==> config.mk <==
export PLATFORM = sky130hd
export DESIGN_NAME = hpdcache_cmo_issuer
export DESIGN_NICKNAME = d
export VERILOG_FILES = /design/src/rtl/hpdcache_pkg.sv /design/src/rtl/hpdcache_cmo_watchdog.sv /design/src/rtl/hpdcache_cmo_issuer.sv
export SDC_FILE = /design/constraint.sdc
export NUM_CORES = 1
export LEC_CHECK = 0
export CAP_MARGIN = 20
export CORE_AREA = 5 5 144 146
export DETAILED_ROUTE_END_ITERATION = 10
export DIE_AREA = 0 0 149 151
export PLACE_DENSITY = 0.76
export SLEW_MARGIN = 15
export SYNTH_ARGS = -nofsm -noshare
export SYNTH_HDL_FRONTEND = slang
export SYNTH_HIERARCHICAL = 1
export SYNTH_SLANG_ARGS = --single-unit
==> constraint.sdc <==
create_clock -name clk_i -period 8.6 [get_ports clk_i]
set_input_delay 2.58 -clock clk_i [delete_from_list [all_inputs] [get_ports clk_i]]
set_output_delay 2.58 -clock clk_i [all_outputs]
set_load 0.01 [all_outputs]
==> src/rtl/hpdcache_pkg.sv <==
// Shared HPDcache types for the CMO issuer: handler op encoding, timeout type,
// configuration structure and default request field types.
package hpdcache_pkg;

   typedef struct packed {
      logic is_fence;
      logic is_inval_by_nline;
      logic is_inval_by_set;
      logic is_inval_all;
   } hpdcache_cmoh_op_t;

   typedef logic [15:0] hpdcache_cmo_timeout_t;

   typedef struct packed {
      logic [7:0] reqWords;
      logic [7:0] reqWordWidth;
   } hpdcache_cfg_t;

   localparam int unsigned HPDCACHE_REQ_ADDR_WIDTH = 40;
   localparam int unsigned HPDCACHE_REQ_WORDS      = 2;
   localparam int unsigned HPDCACHE_REQ_WORD_WIDTH = 64;
   localparam int unsigned HPDCACHE_REQ_SID_WIDTH  = 3;
   localparam int unsigned HPDCACHE_REQ_TID_WIDTH  = 6;

   typedef logic [HPDCACHE_REQ_ADDR_WIDTH-1:0] hpdcache_req_addr_default_t;
   typedef logic [HPDCACHE_REQ_WORDS-1:0][HPDCACHE_REQ_WORD_WIDTH-1:0] hpdcache_req_data_default_t;
   typedef logic [HPDCACHE_REQ_SID_WIDTH-1:0] hpdcache_req_sid_default_t;
   typedef logic [HPDCACHE_REQ_TID_WIDTH-1:0] hpdcache_req_tid_default_t;

   // Exactly one operation bit may be set for the handler to accept the request.
   function automatic logic cmoh_op_is_onehot(input hpdcache_cmoh_op_t op);
      logic [3:0] v;
      v = op;
      return (v != 4'b0000) && ((v & (v - 4'd1)) == 4'b0000);
   endfunction

endpackage

==> src/rtl/hpdcache_cmo_watchdog.sv <==
// Completion watchdog for the CMO issuer: counts WAIT_DONE cycles, saturates at
// the limit and keeps a sticky timeout flag. Used only with HPDCACHE_CMO_TIMEOUT_EN.
module hpdcache_cmo_watchdog
   import hpdcache_pkg::*;
#(
   parameter hpdcache_cmo_timeout_t cmoTimeoutCycles = 16'd1024
)(
   input  logic clk,
   input  logic rst,
   input  logic start,
   input  logic active,
   output logic expire,
   output logic timeout
);

   hpdcache_cmo_timeout_t cnt;

   // expire pulses on the cycle whose increment makes the count reach the limit
   assign expire = active && (cnt != cmoTimeoutCycles) && ((cnt + 16'd1) == cmoTimeoutCycles);

   always_ff @(posedge clk or posedge rst) begin
      if (rst) begin
         cnt     <= 16'd0;
         timeout <= 1'b0;
      end else begin
         if (start) begin
            cnt <= 16'd0;
         end else if (active && (cnt != cmoTimeoutCycles)) begin
            cnt <= cnt + 16'd1;
         end
         if (expire) begin
            timeout <= 1'b1;
         end
      end
   end

endmodule

==> src/rtl/hpdcache_cmo_issuer.sv <==
// Issues one cache-management operation at a time to the CMO handler and returns
// an optional response. Optional watchdog enabled by HPDCACHE_CMO_TIMEOUT_EN.
module hpdcache_cmo_issuer
   import hpdcache_pkg::*;
#(
   parameter hpdcache_cfg_t         hpdcacheCfg         = '0,
   parameter type                   hpdcache_req_addr_t = hpdcache_req_addr_default_t,
   parameter type                   hpdcache_req_data_t = hpdcache_req_data_default_t,
   parameter type                   hpdcache_req_sid_t  = hpdcache_req_sid_default_t,
   parameter type                   hpdcache_req_tid_t  = hpdcache_req_tid_default_t,
   parameter hpdcache_cmo_timeout_t cmoTimeoutCycles    = 16'd1024
)(
   input  logic               clk_i,
   input  logic               rst_i,
   input  logic               core_req_valid_i,
   output logic               core_req_ready_o,
   input  hpdcache_cmoh_op_t  core_req_op_i,
   input  hpdcache_req_addr_t core_req_addr_i,
   input  hpdcache_req_data_t core_req_wdata_i,
   input  hpdcache_req_sid_t  core_req_sid_i,
   input  hpdcache_req_tid_t  core_req_tid_i,
   input  logic               core_req_need_rsp_i,
   output logic               core_rsp_valid_o,
   input  logic               core_rsp_ready_i,
   output hpdcache_req_sid_t  core_rsp_sid_o,
   output hpdcache_req_tid_t  core_rsp_tid_o,
   output logic               core_rsp_error_o,
   output logic               cmoh_req_valid_o,
   input  logic               cmoh_req_ready_i,
   output hpdcache_cmoh_op_t  cmoh_req_op_o,
   output hpdcache_req_addr_t cmoh_req_addr_o,
   output hpdcache_req_data_t cmoh_req_wdata_o,
   input  logic               cmoh_req_wait_i,
   output logic               busy_o,
   output logic               cmo_timeout_o
);

   typedef enum logic [1:0] {IDLE, ISSUE, WAIT_DONE, RESP} state_t;

   state_t             state;
   state_t             state_next;
   hpdcache_cmoh_op_t  op_q;
   hpdcache_req_addr_t addr_q;
   hpdcache_req_data_t wdata_q;
   hpdcache_req_sid_t  sid_q;
   hpdcache_req_tid_t  tid_q;
   logic               need_rsp_q;
   logic               err_q;
   logic               accept;
   logic               op_legal;
   logic               expire;
   logic               unused_inputs;

   assign accept   = (state == IDLE) && core_req_valid_i;
   assign op_legal = cmoh_op_is_onehot(core_req_op_i);

`ifdef HPDCACHE_CMO_TIMEOUT_EN
   hpdcache_cmo_watchdog #(
      .cmoTimeoutCycles (cmoTimeoutCycles)
   ) watchdog (
      .clk     (clk_i),
      .rst     (rst_i),
      .start   ((state == ISSUE) && cmoh_req_ready_i),
      .active  (state == WAIT_DONE),
      .expire  (expire),
      .timeout (cmo_timeout_o)
   );
   assign unused_inputs = ^{cmoh_req_wait_i, hpdcacheCfg};
`else
   assign expire        = 1'b0;
   assign cmo_timeout_o = 1'b0;
   assign unused_inputs = ^{cmoh_req_wait_i, hpdcacheCfg, cmoTimeoutCycles};
`endif

   // wait_i is informational only; completion is the handler returning to ready
   always_comb begin
      state_next = state;
      case (state)
         IDLE: begin
            if (core_req_valid_i) begin
               if (op_legal) begin
                  state_next = ISSUE;
               end else if (core_req_need_rsp_i) begin
                  state_next = RESP;
               end else begin
                  state_next = IDLE;
               end
            end else begin
               state_next = IDLE;
            end
         end
         ISSUE: begin
            if (cmoh_req_ready_i) begin
               state_next = WAIT_DONE;
            end else begin
               state_next = ISSUE;
            end
         end
         WAIT_DONE: begin
            if (cmoh_req_ready_i) begin
               state_next = need_rsp_q ? RESP : IDLE;
            end else begin
               state_next = WAIT_DONE;
            end
         end
         RESP: begin
            if (core_rsp_ready_i) begin
               state_next = IDLE;
            end else begin
               state_next = RESP;
            end
         end
         default: state_next = IDLE;
      endcase
   end

   always_ff @(posedge clk_i or posedge rst_i) begin
      if (rst_i) begin
         state <= IDLE;
      end else begin
         state <= state_next;
      end
   end

   // Request fields are captured only on acceptance so they stay stable while issued
   always_ff @(posedge clk_i or posedge rst_i) begin
      if (rst_i) begin
         op_q       <= '0;
         addr_q     <= '0;
         wdata_q    <= '0;
         sid_q      <= '0;
         tid_q      <= '0;
         need_rsp_q <= 1'b0;
      end else if (accept) begin
         op_q       <= core_req_op_i;
         addr_q     <= core_req_addr_i;
         wdata_q    <= core_req_wdata_i;
         sid_q      <= core_req_sid_i;
         tid_q      <= core_req_tid_i;
         need_rsp_q <= core_req_need_rsp_i;
      end
   end

   // Error is re-evaluated on each new request, cleared by the response handshake
   always_ff @(posedge clk_i or posedge rst_i) begin
      if (rst_i) begin
         err_q <= 1'b0;
      end else if (accept) begin
         err_q <= !op_legal;
      end else if ((state == RESP) && core_rsp_ready_i) begin
         err_q <= 1'b0;
      end else if (expire) begin
         err_q <= 1'b1;
      end
   end

   assign core_req_ready_o = (state == IDLE);
   assign cmoh_req_valid_o = (state == ISSUE);
   assign core_rsp_valid_o = (state == RESP);
   assign busy_o           = (state != IDLE);
   assign cmoh_req_op_o    = op_q;
   assign cmoh_req_addr_o  = addr_q;
   assign cmoh_req_wdata_o = wdata_q;
   assign core_rsp_sid_o   = sid_q;
   assign core_rsp_tid_o   = tid_q;
   assign core_rsp_error_o = err_q;

endmodule

==> impl_metrics.csv, run 1 <==
group,metric,value,unit
outcome,status,"finished clean",
pwr,powerDensity,356,mW/mm^2
clock_network,cts_resized,0,
synthesis,synth-xor-area-share,0.123,%
worst_setup_path,critical_path_buf_inv_count,3,
synthesis,netlist_instances,797,
timing,rsz0062_at_grt,"no",
detailed_routing,drtIter0Drc,214,
placement,routabilityCongestion,0.756,
clock_network,post-cts-setup-buffer-count,0,
timing,max_clock_freq,220,MHz
timing,slew_headroom,38.2,%
detailed_routing,route.detailed.drc,0,
worst_setup_path,worst-path-max-fanout,77,
synthesis,ys_warn_count,6,
synthesis,synth_edf_count,0,
pwr,p_leak,5.68,nW
global_routing,gr-total-overflow,0,
worst_setup_path,critPathTopFamily,"buffers and inverters",
global_routing,track_usage,19.1,%
synthesis,synth_top_area_share,64.8,%
worst_setup_path,worst_setup_path_end_kind,"register",
synthesis,ys_seq_area_share,64.8,%
final_layout,drive_above_1_share,3.69,%
synthesis,ys.flop_type,"dfrtp_1",
floorplan,rows,51,
clock_network,holdBufCountCts,0,
worst_setup_path,worstSetupPathType,"input port to register",
worst_setup_path,startpoint,"core_req_valid_i",
timing,slew_viol_final,0,
worst_setup_path,path_common_cell,"nand2_1",
synthesis,synth_simple_gate_area_share,30.0,%
timing,period_needed,4.54,ns
synthesis,synth_area_leaders,"dfrtp_1 (65%), nand2_1 (29%), buf_6 (1.7%)",
final_layout,diodes,0,
synthesis,synth_area,0.00715,sq mm
floorplan,fp.coreArea,0.0193,sq mm
clock_network,cts_tree,"done",
run,drv_cap,0,
synthesis,synthAdderAreaFrac,0,%
synthesis,yosys-mux-area-fraction,0.140,%
clock_network,clk_path_buf_depth,2,
timing,hold_slack,0.475,ns
timing,period_share,52.8,%
timing,setup_viol,0,
worst_setup_path,slowest_stage,"nand2_4",
global_routing,antenna_found_initial,0,
detailed_routing,ant_nets,0,
final_layout,fin_util,60.1,%
clock_network,numCtsBuffers,17,
detailed_routing,vias,6275,
final_layout,nFillCells,1662,
clock_network,cts_max_level,4,
worst_setup_path,start_kind,"input port",
clock_network,clkSlewWorstSetupHoldPaths,0.06,ns
placement,hpwlAfterDp,15900,um
worst_setup_path,reg2reg_from,"state[0]",
synthesis,yosysMostFrequentCell,"nand2_1",
worst_setup_path,worst-endpoint-required,8.95,ns
synthesis,async_flop_share,100,%
synthesis,syn_avg_cell_area,8.97,sq um
synthesis,synthTopCellsByCount,"nand2_1 (549), dfrtp_1 (185), buf_2 (17)",
synthesis,syn_nets,985,
final_layout,fin_area,0.0116,sq mm
floorplan,die_area,0.0225,sq mm
pwr,power.total,4.12,mW
final_layout,nNetsFinal,1341,
worst_setup_path,crit_arrival,4.88,ns
synthesis,ys_ff_latch,185,
clock_network,cts.sinks,185,
detailed_routing,drt_wl_total,21900,um
detailed_routing,drtPass1Iterations,6,
pwr,peakVddDrop,0.167,mV
worst_setup_path,slowest_delay,0.65,ns
worst_setup_path,crit_chain,"clkdlybuf4s50_1 > nand2_4 > buf_4 > buf_12 > nand2_1 > nand2_1",
floorplan,pin_count,375,
global_routing,grt_pass1_wl,33800,um
global_routing,grt_max_degree,109,
detailed_routing,post_drt_via_cell_ratio,4.39,
floorplan,chipHeight,151,um
synthesis,yosys.cell_types.count,22,
final_layout,syn_to_final_growth,61.9,%
timing,skew,0.0157,ns
global_routing,grt_pass1_vias,6264,
floorplan,start_util,37.1,%
placement,placed_cell_area,0.0109,sq mm
floorplan,die_x,149,um
placement,io_buffer_count,372,
timing,tightest_slew,0.926,ns
min_path,worstHoldPathType,"register to register",
synthesis,synth-compound-area-share,0.525,%
synthesis,synth_top_family_by_area,"simple AND/OR/NAND/NOR gates",
min_path,worstHoldStart,"cmoh_req_wdata_o[110]",
timing,hold_viol_final,0,
clock_network,root_buffer,"clkbuf_16",
detailed_routing,drt-wirelength-per-cell,15.3,um
clock_network,clock_latency,0.42,ns
synthesis,yosys.area.top_type,"dfrtp_1",
timing,setup_tns,0,ns
through the flow:
| step | std cells | setup WS, ns |
|---|---|---|
| 2_1_floorplan | 797 | 0.991 |
| 3_3_place_gp | 1397 | 3.51 |
| 3_5_place_dp | 1397 | 3.49 |
| 4_1_cts | 1429 | 3.94 |
| 5_1_grt | 1431 | 3.90 |
| 6_report | 1431 | 4.06 |
registers in the layout, summed over array words and instances, names as in the netlist:
name / count
need_rsp_q: 1
cmoh_req_op_o: 4
core_rsp_sid_o: 3
core_rsp_tid_o: 6
core_rsp_error_o: 1
state: 2
cmoh_req_wdata_o: 128
cmoh_req_addr_o: 40
where the power goes:
part	total [mW]	internal, mW	switching, mW
clock network	0.765	0.401	0.363
registers	1.51	1.28	0.221
logic	1.85	0.973	0.881
total	4.12	2.66	1.46
path summary, 6_finish.rpt:
check                                   endpoint  slack (ns)  cells after the start
setup / recovery             cmoh_req_addr_o[28]        4.06                      6
hold / removal             cmoh_req_wdata_o[110]        0.47                      2
setup reg to reg             cmoh_req_addr_o[28]        6.12                      6
hold reg to reg            cmoh_req_wdata_o[110]        0.47                      2
max in group asynchronous   cmoh_req_wdata_o[17]        4.84                      3
min in group asynchronous     cmoh_req_addr_o[7]        2.51                      2
per-layer routing:
metal	vias up	routed length [um]	global-route usage (%)
met1	2878	8680	23.2
met3	30	2220	7.63
met5	-	0	0
met4	0	529	6.68
li1	3107	-	-
met2	260	10400	31.1
placed cells by master (no fill, tap or decap), drive strengths merged:
master	Yosys	routed
nor2b	1	1
clkinv	0	5
nand3b	1	1
xnor2	1	1
o311ai	1	1
o32ai	1	1
or4b	2	2
nor3b	2	2
dfrtp	185	185
inv	2	10
clkbuf	1	19
nand2	549	549
conb	1	1
and2	2	2
mux2i	1	1
nor2	1	1
and3	1	1
clkdlybuf4s50	0	372
buf	41	7
o21ai	2	2
a21oi	2	2
layout make-up:
class	count	area (sq um)	area share [%]
clock buffers	19	453	3.91
clock inverters	13	128	1.10
inverters	2	12.5	0.108
multi-input cells	568	2210	19.1
flip-flops and latches	185	4630	40.0
well taps	265	332	2.87
repair buffers	379	3810	32.9
worst register-to-register path: stages, from the launching register on:
cell and delay [ns]:
dfrtp_1 0.50, nor2_4 0.09, nand2_4 0.64, buf_4 0.66, buf_12 0.34, nand2_1 0.12, nand2_1 0.08
kinds of logic after synthesis:
| kind of cell | after synthesis |
|---|---|
| flops | 185 |
| other cells | 1 |
| buf+inv | 44 |
| xor+xnor | 1 |
| compound gates | 6 |
| mux | 1 |
| simple gates | 559 |
Power figures use the tool's default switching activity.
==> run 2, diff against run 1 <==
clock period = 4.6 ns   (was 8.6 ns; I/O delays follow)
==> impl_metrics.csv, run 2 (synthesized netlist as in run 1, its figures left out) <==
group,metric,value,unit
outcome,status,"finished clean",
global_routing,grt_pass1_wl,34600,um
worst_setup_path,reg2reg_from,"state[1]",
final_layout,layout_commonest_cell,"nand2_1",
worst_setup_path,worst_setup_path_end_kind,"output pin",
detailed_routing,drtIter0Drc,243,
global_routing,grt_max_degree,85,
worst_setup_path,worstRegToRegCells,5,
final_layout,diodes,0,
detailed_routing,drtPass1Iterations,4,
timing,period_needed,3.03,ns
worst_setup_path,start_kind,"register",
clock_network,numCtsBuffers,17,
min_path,hold_path_depth,2,
min_path,worstHoldPathType,"register to register",
clock_network,post-cts-setup-buffer-count,0,
floorplan,die_area,0.0225,sq mm
clock_network,cts_max_level,4,
worst_setup_path,worst-endpoint-required,3.22,ns
global_routing,antenna_found_initial,0,
clock_network,clock_latency,0.42,ns
timing,slew_headroom,37.6,%
global_routing,busiest_layer,"met2",
detailed_routing,post_drt_via_cell_ratio,4.41,
timing,max_clock_freq,330,MHz
detailed_routing,route.detailed.drc,0,
final_layout,largest_reg_flops,128,
placement,io_buffer_count,372,
pwr,p_leak,5.69,nW
timing,setup_tns,0,ns
floorplan,die_x,149,um
clock_network,cts_resized,0,
final_layout,nFillCells,1661,
global_routing,use_met3,8.14,%
timing,rsz0062_at_grt,"no",
timing,hold_viol_final,0,
pwr,peakVddDrop,0.333,mV
min_path,worstHoldStart,"cmoh_req_addr_o[29]",
final_layout,nNetsFinal,1344,
floorplan,start_util,37.1,%
global_routing,gr-usage-met1,22.9,%
min_path,min_to,"cmoh_req_addr_o[29]",
final_layout,drive_above_1_share,3.85,%
global_routing,gr-total-overflow,0,
placement,routabilityCongestion,0.769,
placement,hpwlAfterDp,16600,um
floorplan,chipHeight,151,um
clock_network,clkSlewWorstSetupHoldPaths,0.07,ns
detailed_routing,vias,6331,
clock_network,clk_path_buf_depth,2,
floorplan,fp.coreArea,0.0193,sq mm
final_layout,syn_to_final_growth,62.6,%
clock_network,root_buffer,"clkbuf_16",
floorplan,rows,51,
detailed_routing,ant_nets,0,
global_routing,track_usage,19.6,%
worst_setup_path,r2r_setup_slack,2.66,ns
clock_network,cts.sinks,185,
clock_network,cts_tree,"done",
global_routing,gr-usage-met2,33.3,%
pwr,powerDensity,668,mW/mm^2
timing,tightest_slew,0.935,ns
worst_setup_path,worstSetupPathType,"register to output pin",
worst_setup_path,worst-path-max-fanout,8,
detailed_routing,drt_wl_total,22500,um
pwr,power.total,7.77,mW
timing,setup_viol,0,
detailed_routing,drt-wirelength-per-cell,15.7,um
clock_network,holdBufCountCts,0,
final_layout,mostFrequentLayoutCells,"nand2_1 (548), clkdlybuf4s50_1 (372), dfrtp_1 (185)",
timing,period_share,65.8,%
timing,skew,0.0137,ns
worst_setup_path,r2r-end,"cmoh_req_wdata_o[97]",
run,drv_cap,0,
worst_setup_path,crit_arrival,1.65,ns
global_routing,grt_pass1_vias,6430,
floorplan,pin_count,375,
timing,slew_viol_final,0,
## run 2: cell types whose count changed in the layout (fill, tap and decap cells not counted), sizes merged
| cell | before | now |
|---|---|---|
| clkinvlp | 0 | 2 |
| buf | 7 | 10 |
| clkinv | 5 | 2 |
| clkbuf | 19 | 20 |
## run 2: worst max-delay path, cell delays in order (launching register included)
cell,delay [ns]
dfrtp_1,0.50
nor2b_1,0.17
clkdlybuf4s50_1,0.57
## run 2: layout make-up
class | count | area (sq um) | area share (%)
well taps | 265 | 332 | 2.85
multi-input cells | 568 | 2210 | 19.0
clock buffers | 20 | 457 | 3.93
flip-flops and latches | 185 | 4630 | 39.8
repair buffers | 382 | 3860 | 33.2
clock inverters | 12 | 124 | 1.07
inverters | 2 | 11.3 | 0.0969
## run 2: metrics by stage
step / instance area, sq um / utilization [%] / cells / hold WS, ns / setup WS (ns)
floorplan: 7150 / - / 797 / 0.467 / 0.841
global placement: 11000 / 57.3 / 1402 / 0.456 / 1.39
detailed placement: 11000 / 57.3 / 1402 / 0.461 / 1.36
CTS: 11600 / 60.3 / 1434 / 0.479 / 1.53
global route: 11600 / 60.3 / 1434 / 0.498 / 1.47
finish: 11600 / 60.3 / 1434 / 0.474 / 1.57
## run 2: worst max path at each step
stage | start | to
finish | state[0] | cmoh_req_valid_o
detailed placement | core_req_valid_i | cmoh_req_wdata_o[111]
global placement | core_req_valid_i | cmoh_req_wdata_o[12]
global route | state[0] | cmoh_req_valid_o
CTS | state[0] | cmoh_req_valid_o
floorplan | rst_i | cmoh_req_addr_o[0]
## run 2: where the power goes
group,switching (mW),internal [mW]
Combinational,1.67,1.84
Clock,0.686,0.754
Sequential,0.411,2.40
## run 2: routing by layer
layer / vias to the layer above / part of all wire (%) / wire [um]
met4: 0 / 2.1 / 472
met3: 19 / 9.9 / 2230
met2: 252 / 49 / 10900
li1: 3111 / - / -
met5: - / 0 / 0
met1: 2949 / 39 / 8850
